<file path="src/rtl/id_ex_pipe.sv">
`default_nettype none
// ============================================================================
// Module   : id_ex_pipe
// Purpose  : ID/EX pipeline register. Latches the decoded bundle for EX,
//            detects load-use hazards and inserts bubbles, squashes the
//            wrong-path instruction on a taken jump/branch, and defers a
//            flush that arrives while the pipeline is held.
// Revision : 1.0 - initial release
// ============================================================================
module id_ex_pipe #(
   parameter int          XLEN       = 32,
   parameter logic [4:0]  NOP_OPCODE = 5'b00100
) (
   input  logic            clk,
   input  logic            rst_n,
   input  logic            hold,
   input  logic            ex_flush,
   input  logic            id_valid,
   input  logic [XLEN-1:0] id_pc,
   input  logic [XLEN-1:0] id_rs1_data,
   input  logic [XLEN-1:0] id_rs2_data,
   input  logic [XLEN-1:0] id_imm,
   input  logic [4:0]      id_rs1,
   input  logic [4:0]      id_rs2,
   input  logic [4:0]      id_rd,
   input  logic [4:0]      id_opcode,
   input  logic [2:0]      id_func3,
   input  logic            id_func7,
   input  logic            id_reg_w_en,
   input  logic            id_mux_jb_source,
   input  logic            id_mux_op1,
   input  logic            id_mux_op2,
   input  logic            id_mux_branch_prapare,
   input  logic            id_mux_write_reg,
   input  logic [3:0]      id_dm_w_en,
   output logic            stall_id,
   output logic            ex_valid,
   output logic [XLEN-1:0] ex_pc,
   output logic [XLEN-1:0] ex_rs1_data,
   output logic [XLEN-1:0] ex_rs2_data,
   output logic [XLEN-1:0] ex_imm,
   output logic [4:0]      ex_rs1,
   output logic [4:0]      ex_rs2,
   output logic [4:0]      ex_rd,
   output logic [4:0]      ex_opcode,
   output logic [2:0]      ex_func3,
   output logic            ex_func7,
   output logic            ex_reg_w_en,
   output logic            ex_mux_jb_source,
   output logic            ex_mux_op1,
   output logic            ex_mux_op2,
   output logic            ex_mux_branch_prapare,
   output logic            ex_mux_write_reg,
   output logic [3:0]      ex_dm_w_en
);

   localparam logic [4:0] c_OP_LOAD  = 5'b00000;
   localparam logic [4:0] c_OP_LUI   = 5'b01101;
   localparam logic [4:0] c_OP_AUIPC = 5'b00101;
   localparam logic [4:0] c_OP_JAL   = 5'b11011;
   localparam logic [4:0] c_OP_R     = 5'b01100;
   localparam logic [4:0] c_OP_S     = 5'b01000;
   localparam logic [4:0] c_OP_B     = 5'b11000;

   typedef struct packed {
      logic            valid;
      logic [XLEN-1:0] pc;
      logic [XLEN-1:0] rs1_data;
      logic [XLEN-1:0] rs2_data;
      logic [XLEN-1:0] imm;
      logic [4:0]      rs1;
      logic [4:0]      rs2;
      logic [4:0]      rd;
      logic [4:0]      opcode;
      logic [2:0]      func3;
      logic            func7;
      logic            reg_w_en;
      logic            mux_jb_source;
      logic            mux_op1;
      logic            mux_op2;
      logic            mux_branch_prapare;
      logic            mux_write_reg;
      logic [3:0]      dm_w_en;
   } ex_bundle_t;

   ex_bundle_t ex_q, ex_d, id_w, bubble_w;
   logic       flush_pending_q, flush_pending_d;
   logic       kill_w, ex_load_w, use_rs1_w, use_rs2_w, hazard_w;

   // Bubble doubles as the reset image: a harmless addi x0 with no side effects.
   always_comb begin
      bubble_w               = '0;
      bubble_w.mux_write_reg = 1'b1;
      bubble_w.opcode        = NOP_OPCODE;
   end

   assign id_w = '{valid: 1'b1, pc: id_pc, rs1_data: id_rs1_data,
                   rs2_data: id_rs2_data, imm: id_imm, rs1: id_rs1,
                   rs2: id_rs2, rd: id_rd, opcode: id_opcode,
                   func3: id_func3, func7: id_func7, reg_w_en: id_reg_w_en,
                   mux_jb_source: id_mux_jb_source, mux_op1: id_mux_op1,
                   mux_op2: id_mux_op2,
                   mux_branch_prapare: id_mux_branch_prapare,
                   mux_write_reg: id_mux_write_reg, dm_w_en: id_dm_w_en};

   // Load-use detection against the instruction currently held in EX.
   always_comb begin
      kill_w    = ex_flush | flush_pending_q;
      ex_load_w = ex_q.valid & (ex_q.opcode == c_OP_LOAD) & ex_q.reg_w_en
                  & (ex_q.rd != 5'd0);
      use_rs1_w = id_valid & (id_opcode != c_OP_LUI) & (id_opcode != c_OP_AUIPC)
                  & (id_opcode != c_OP_JAL);
      use_rs2_w = id_valid & ((id_opcode == c_OP_R) | (id_opcode == c_OP_S)
                  | (id_opcode == c_OP_B));
      hazard_w  = ex_load_w & ((use_rs1_w & (id_rs1 == ex_q.rd))
                  | (use_rs2_w & (id_rs2 == ex_q.rd)));
      stall_id  = hazard_w & ~kill_w & rst_n;
   end

   // Next-state selection: hold > kill > hazard > empty slot > advance.
   always_comb begin
      ex_d            = ex_q;
      flush_pending_d = flush_pending_q;
      if (hold) begin
         flush_pending_d = flush_pending_q | ex_flush;
      end else if (kill_w) begin
         ex_d            = bubble_w;
         flush_pending_d = 1'b0;
      end else if (hazard_w || !id_valid) begin
         ex_d = bubble_w;
      end else begin
         ex_d = id_w;
      end
   end

   // State register with synchronous active-low reset.
   always_ff @(posedge clk) begin
      if (!rst_n) begin
         ex_q            <= bubble_w;
         flush_pending_q <= 1'b0;
      end else begin
         ex_q            <= ex_d;
         flush_pending_q <= flush_pending_d;
      end
   end

   assign ex_valid              = ex_q.valid;
   assign ex_pc                 = ex_q.pc;
   assign ex_rs1_data           = ex_q.rs1_data;
   assign ex_rs2_data           = ex_q.rs2_data;
   assign ex_imm                = ex_q.imm;
   assign ex_rs1                = ex_q.rs1;
   assign ex_rs2                = ex_q.rs2;
   assign ex_rd                 = ex_q.rd;
   assign ex_opcode             = ex_q.opcode;
   assign ex_func3              = ex_q.func3;
   assign ex_func7              = ex_q.func7;
   assign ex_reg_w_en           = ex_q.reg_w_en;
   assign ex_mux_jb_source      = ex_q.mux_jb_source;
   assign ex_mux_op1            = ex_q.mux_op1;
   assign ex_mux_op2            = ex_q.mux_op2;
   assign ex_mux_branch_prapare = ex_q.mux_branch_prapare;
   assign ex_mux_write_reg      = ex_q.mux_write_reg;
   assign ex_dm_w_en            = ex_q.dm_w_en;

endmodule
`default_nettype wire

</file>
<file path="config.mk">
export PLATFORM = sky130hd
export DESIGN_NAME = id_ex_pipe
export DESIGN_NICKNAME = d
export VERILOG_FILES = /design/src/rtl/id_ex_pipe.sv
export SDC_FILE = /design/constraint.sdc
export NUM_CORES = 1
export LEC_CHECK = 0
export ABC_CLOCK_PERIOD_IN_PS = 2300
export BUFFER_PORTS_ARGS = -buffer_cell sky130_fd_sc_hd__buf_2
export CAP_MARGIN = 20
export CELL_PAD_IN_SITES_DETAIL_PLACEMENT = 1
export CELL_PAD_IN_SITES_GLOBAL_PLACEMENT = 1
export CORE_ASPECT_RATIO = 0.9
export CORE_MARGIN = 10
export CORE_UTILIZATION = 30
export DETAILED_ROUTE_END_ITERATION = 6
export GPL_ROUTABILITY_DRIVEN = 1
export PLACE_DENSITY = 0.76
export SYNTH_ARGS = -nofsm -noshare
export SYNTH_HDL_FRONTEND = slang
export SYNTH_SLANG_ARGS = --single-unit
export TNS_END_PERCENT = 5
</file>
<file path="constraint.sdc">
create_clock -name clk -period 2.3 [get_ports clk]
set_clock_uncertainty 0.1 [all_clocks]
set_input_delay 0.23 -clock clk [delete_from_list [all_inputs] [get_ports clk]]
set_output_delay 0.23 -clock clk [all_outputs]
set_load 0.02 [all_outputs]
</file>
==> flow_summary.yaml, run 1 <==
final_layout:
  nets: 1069
  stdcell_area_mm2: 0.00967
  final_common_cell: "buf_2"
  fillers: 1967
  layout-drive-gt1-share_pct: 43.1
  fin_cells: 1163
  most-common-layout-cells: "329 x buf_2, 162 x dfxtp_1, 161 x dlygate4sd3_1, 159 x a32o_1, 18 x clkbuf_16"
  syn_to_final_growth_pct: 74.1
floorplanning:
  ios: 331
  die_w_um: 163
  dieArea_mm2: 0.0244
  chipHeight_um: 149
  core_mm2: 0.0183
  std_cell_rows: 47
  start_util_pct: 30.4
timing:
  drv_slew: 0
  min_period_ps: 2400
  worst_pin_slew_ps: 662
  whs_ps: 43.6
  max_freq_mhz: 417
  finalHoldViolations: 0
  finalSetupViolCount: 64
  timing.final.ws_setup_ps: -99.5
  fin_crit_sh_pct: 104
  slew_headroom_pct: 55.8
  rsz0062_at_grt: "true"
power_and_ir_drop:
  power.leakage_nw: 4.41
  ir_drop_v: 0.000450
  powerDensity_mw_per_mm2: 682
  p_sw_share_pct: 24.6
  p_clk_share_pct: 43.9
  p_switching_w: 0.00163
  internal_power_w: 0.00497
  seqPwrFrac_pct: 44.6
  finalPower_w: 0.00660
  p_comb_share_pct: 11.4
global_route:
  antenna_found_initial: 3
  grt_pass1_wl_um: 38800
  grt_util_all_layers_pct: 20.2
  gr-total-overflow: 0
  first_global_vias: 6517
  grt_start_max_net_pins: 89
place:
  io_buffers: 330
  hpwl_um: 15500
  dp_cells: 963
  place_area_mm2: 0.00738
  globalplace.congestion: 0.832
clock_network:
  cts_tree: "yes"
  numClockSinks: 164
  root_buffer: "clkbuf_16"
  htree_levels: 4
  cts_made_buffers: 17
  clk_latency_ps: 420
  clk_pin_slew_ps: 70
  clock_path_buffers: 2
synthesis:
  yosysWarnings: 0
  syn_area_per_cell_um2: 13.1
  synth.ff_latch_count: 164
  synthDistinctLibCells: 32
  ys_seq_area_share_pct: 59.1
  syn-instance-count: 423
  synth_area_mm2: 0.00556
  synth_nets: 590
route:
  remaining_drc_errors: 0
  totalWireLength_um: 26500
  routedWlPerCell_um: 22.8
  via_per_inst: 5.14
  initialDrtViolationCount: 343
  vias: 5973
  antenna_left: 0
  dr.pass1.iters: 5
worst_hold_path:
  hold_end: "flush_pending_q"
  hold_start: "rst_n"
  hold_path_class: "in2reg"
  hold_depth: 3
worst_setup_path:
  endpoint_kind: "primary output"
  worstSetupPathType: "reg2out"
  cp_data_arrival_time_ps: 2070
  cp_max_fo: 2
  r2r-start: "ex_opcode[2]"
  reg2reg_depth: 8
  startpoint_type: "flop"
  reg2reg_to: "ex_pc[10]"
  critical_path_required_ps: 1970
  r2r_slack_ps: -60
status:
  run_status: "finished with violations"
  violations: "setup timing"
run:
  drv_cap: 0
Yosys cell counts, drive strengths merged:
cell    number  area, um2
nor2         5       18.8
nor4b        2       17.5
inv          1       3.75
and4b        2       20.0
or3          1       6.26
nand4b       1       8.76
o21ai        2       10.0
nor4bb       1       10.0
nor3         2       10.0
a21oi        2       10.0
clkbuf      18       67.6
or4          1       7.51
nand3        1       5.00
dfxtp      164       3280
o31ai        1       7.51
o31a         2       17.5
xnor2        5       43.8
or3b         1       8.76
and2         1       6.26
o211ai       1       12.5
buf         36        287
a22o         1       8.76
nand2        3       11.3
a211oi       1       7.51
a31oi        1       6.26
nor3b        2       20.0
xor2         5       43.8
a32o       159       1590
nand4        1       6.26
cell families (layout without fill, tap and decap cells):
kind of cell / count (synthesis) / count (layout) / synth area share (%)
and+or+nand+nor: 24 / 24 / 2.82
xor gates and xnor gates: 10 / 10 / 1.58
AOI/OAI and AO/OA: 170 / 170 / 30.1
buffers and inverters: 55 / 547 / 6.44
DFF: 164 / 164 / 59.1
other: 0 / 3 / 0
repair_timing:
action / in CTS / in global routing
cloned: 0 / 1
setup endpoints to repair: 1 / 161
pin swaps: 3 / 1
setup buffers: 3 / 0
hold buffers: 161 / 0
gates resized for setup: 4 / 2
hold endpoints to repair: 161 / 0
layout make-up:
| cell class | count | area, um2 | share of cell area (%) |
|---|---|---|---|
| Antenna cell | 3 | 7.51 | 0.0776 |
| Multi-Input combinational cell | 204 | 1930 | 19.9 |
| Clock inverter | 14 | 164 | 1.69 |
| Clock buffer | 18 | 439 | 4.54 |
| Inverter | 1 | 3.75 | 0.0388 |
| Sequential cell | 164 | 3290 | 34.0 |
| Tap cell | 245 | 307 | 3.17 |
| Timing Repair Buffer | 514 | 3540 | 36.6 |
worst max path at each step:
stage          slack, ps               to    startpoint
6_report            -100         stall_id  ex_opcode[2]
5_1_grt             -190         stall_id  ex_opcode[2]
4_1_cts             -140         stall_id  ex_opcode[2]
3_5_place_dp          70  ex_rs2_data[11]      ex_rd[0]
3_3_place_gp         100  ex_rs1_data[16]      ex_rd[0]
2_1_floorplan        180         stall_id      ex_valid
power by group through the flow:
stage | clock network [W] | registers, W | logic (W)
floorplan | 0 | 0.00309 | 0.000152
global placement | 0 | 0.00300 | 0.000490
detailed placement | 0 | 0.00301 | 0.000497
CTS | 0.00298 | 0.00294 | 0.000723
global route | 0.00311 | 0.00295 | 0.000797
finish | 0.00290 | 0.00295 | 0.000753
routing by layer:
layer	wire, um	up-vias	share of wire [%]	GRT usage [%]
met5	0	-	0	0
met4	657	0	2.5	7.81
met3	2030	43	7.6	7.26
met2	14200	250	54	37.4
met1	9610	2956	36	20.2
li1	-	2724	-	-
critical path, cell delays in order (launching register included):
cell and delay, ps:
dfxtp_2 330, nor4bb_1 270, buf_4 160, o211ai_2 70, buf_4 150, or3_1 350, a21oi_2 150, buf_4 160
through the flow:
step	util, %	setup TNS, ps	worst slack [ps]
floorplan	-	0	180
global placement	40.4	0	96.3
detailed placement	40.4	0	66.6
CTS	52.6	-138	-138
global route	52.9	-13050	-186
finish	52.9	-1630	-99.5
(Power assumes the default switching activity.)
==> run 2, diff against run 1 <==
--- a/config.mk
+++ b/config.mk
@@ -5,6 +5,7 @@
 export SDC_FILE = /design/constraint.sdc
 export NUM_CORES = 1
 export LEC_CHECK = 0
+export ABC_AREA = 1
 export ABC_CLOCK_PERIOD_IN_PS = 2300
 export BUFFER_PORTS_ARGS = -buffer_cell sky130_fd_sc_hd__buf_2
 export CAP_MARGIN = 20
@@ -15,7 +16,7 @@
 export CORE_UTILIZATION = 30
 export DETAILED_ROUTE_END_ITERATION = 6
 export GPL_ROUTABILITY_DRIVEN = 1
-export PLACE_DENSITY = 0.76
+export PLACE_DENSITY = 0.8
 export SYNTH_ARGS = -nofsm -noshare
 export SYNTH_HDL_FRONTEND = slang
 export SYNTH_SLANG_ARGS = --single-unit
==> flow_summary.yaml, run 2 <==
synthesis:
  synth_area_mm2: 0.00601
  synth_area_leader_cell: "dfxtp_1"
  synth_top_area_share_pct: 54.6
  synth_enable_flop_cells: 0
  synth_area_leaders: "dfxtp_1 55%, nand2_1 21%, nand3_1 14%, buf_6 3.4%, inv_1 1.2%"
  syn-instance-count: 771
  ys_seq_area_share_pct: 54.6
  synth-main-ff-cell: "dfxtp_1"
  syn_area_per_cell_um2: 7.80
  synthTopCellsByCount: "334 x nand2_1, 164 x dfxtp_1, 164 x nand3_1, 20 x inv_1, 18 x buf_6"
  yosysWarnings: 0
  synth_nets: 938
  synthDistinctLibCells: 22
  synth.most_common_cell: "nand2_1"
  async_flop_share_pct: 0
  synth.ff_latch_count: 164
final_layout:
  stdcell_area_mm2: 0.0100
  nets: 1407
  layout-drive-gt1-share_pct: 30.6
  most-common-layout-cells: "334 x nand2_1, 329 x buf_2, 164 x nand3_1, 164 x dfxtp_1, 161 x dlygate4sd3_1"
  fillers: 2443
  final_common_cell: "nand2_1"
  syn_to_final_growth_pct: 66.4
power_and_ir_drop:
  power.leakage_nw: 5.39
  powerDensity_mw_per_mm2: 645
  ir_drop_v: 0.000441
  finalPower_w: 0.00645
worst_setup_path:
  cp_max_fo: 9
  worstSetupPathType: "in2out"
  cpPeakStageDelay_ps: 550
  worst-path-buf-inv: 3
  cpMaxStageDelayCell: "dlygate4sd3_1"
  crit_family: "buffers and inverters"
  critical_path_required_ps: 1970
  cp_data_arrival_time_ps: 1840
  endpoint_kind: "primary output"
  cp_cell_sequence: "dlygate4sd3_1 > buf_2 > nor2_1 > nand2_1 > nor3_2 > nand2_1 > nand2_1 > nand2_4 > nor3_2 > buf_4"
  cpMostUsedCell: "nand2_1"
  startpoint_type: "input port"
timing:
  slew_headroom_pct: 65.9
  worst_pin_slew_ps: 507
  whs_ps: 13.5
  fin_crit_sh_pct: 94.5
  finalSetupViolCount: 0
  rsz0062_at_grt: "false"
  drv_slew: 0
  min_period_ps: 2170
  setup_tns_ps: 0
  finalHoldViolations: 0
  max_freq_mhz: 460
global_route:
  antenna_found_initial: 7
  first_global_vias: 8071
  grt_start_max_net_pins: 70
  grt_pass1_wl_um: 45900
  grt_util_all_layers_pct: 21.9
  gr-total-overflow: 0
clock_network:
  clk_pin_slew_ps: 60
  root_buffer: "clkbuf_16"
  numClockSinks: 164
  clk_latency_ps: 420
  cts_made_buffers: 17
  cts_tree: "yes"
  clock_path_buffers: 2
  htree_levels: 4
worst_hold_path:
  hold_path_class: "in2reg"
route:
  via_per_inst: 4.77
  remaining_drc_errors: 0
  initialDrtViolationCount: 403
  vias: 7235
  routedWlPerCell_um: 19.7
  totalWireLength_um: 29800
  dr.pass1.iters: 4
  antenna_left: 0
floorplanning:
  std_cell_rows: 49
  die_w_um: 169
  core_mm2: 0.0199
  ios: 331
  chipHeight_um: 154
  dieArea_mm2: 0.0261
  start_util_pct: 30.3
run:
  drv_cap: 0
place:
  hpwl_um: 17800
  place_area_mm2: 0.00778
  globalplace.congestion: 0.787
  io_buffers: 330
status:
  run_status: "finished clean"
[run 2: cell count changes after synthesis, moves of 4 or more]
cell / change
a32o_1: -159
buf_6: +5
inv_1: +19
inv_2: +5
nand2_1: +331
nand3_1: +163
o21ai_0: +7
xor2_1: -4
[run 2: worst paths after layout]
path | depth (start not counted) | endpoint | slack, ps | startpoint
min reg2reg | 2 | ex_rs1_data[17] | 350 | ex_rs1_data[17]
max | 10 | stall_id | 130 | id_opcode[1]
max reg2reg | 9 | ex_rd[3] | 370 | ex_rd[3]
min | 5 | ex_mux_write_reg | 10 | id_mux_write_reg
[run 2: tightest hold or removal path, cell delays in order]
cell	delay, ps
buf_2	90
inv_1	30
nand3_1	70
nand2_1	50
inv_1	40
[run 2: logic make-up (layout without fill, tap and decap cells)]
group	Yosys count	count (layout)	share of synthesized area, %
other cells	0	8	0
xor+xnor	4	4	0.583
buf+inv	78	560	7.85
compound gates	11	11	0.915
flops	164	164	54.6
simple gates	514	514	36.0
[run 2: per-layer routing]
layer	GRT usage (%)	up-vias	wire length [um]	share of wire [%]
li1	-	3397	-	-
met1	23.5	3470	11400	38
met2	37.8	313	14900	50
met3	8.44	55	2660	8.9
met4	8.71	0	901	3.0
met5	0	-	0	0
[run 2: power breakdown]
group | internal (W) | switching [W]
Sequential | 0.00291 | 0.0000398
Clock | 0.00146 | 0.00130
Combinational | 0.000382 | 0.000372
[run 2: repair_timing]
item / in CTS / in global routing
buffers inserted: 0 / 3
setup endpoints to repair: 0 / 1
hold buffers: 161 / 0
resized for setup: 0 / 2
endpoints found under the hold margin: 161 / 0
[run 2: area by class of cell]
type	count	area (um2)	share of cell area, %
sequential	164	3280	32.8
clock buffer	20	447	4.47
inverter	25	96.3	0.963
antenna	8	20.0	0.200
timing repair buffer	503	3440	34.4
tap	255	319	3.19
clock inverter	12	119	1.19
multi-input combinational	529	2280	22.8
[run 2: metrics by stage]
| step | instances | util, % | setup slack (ps) |
|---|---|---|---|
| 5_1_grt | 1515 | 50.3 | 2.70 |
| 6_report | 1516 | 50.4 | 126 |
| 2_1_floorplan | 771 | - | 436 |
| 3_3_place_gp | 1312 | 39.1 | 360 |
| 4_1_cts | 1505 | 50.1 | 9.17 |
| 3_5_place_dp | 1312 | 39.1 | 368 |
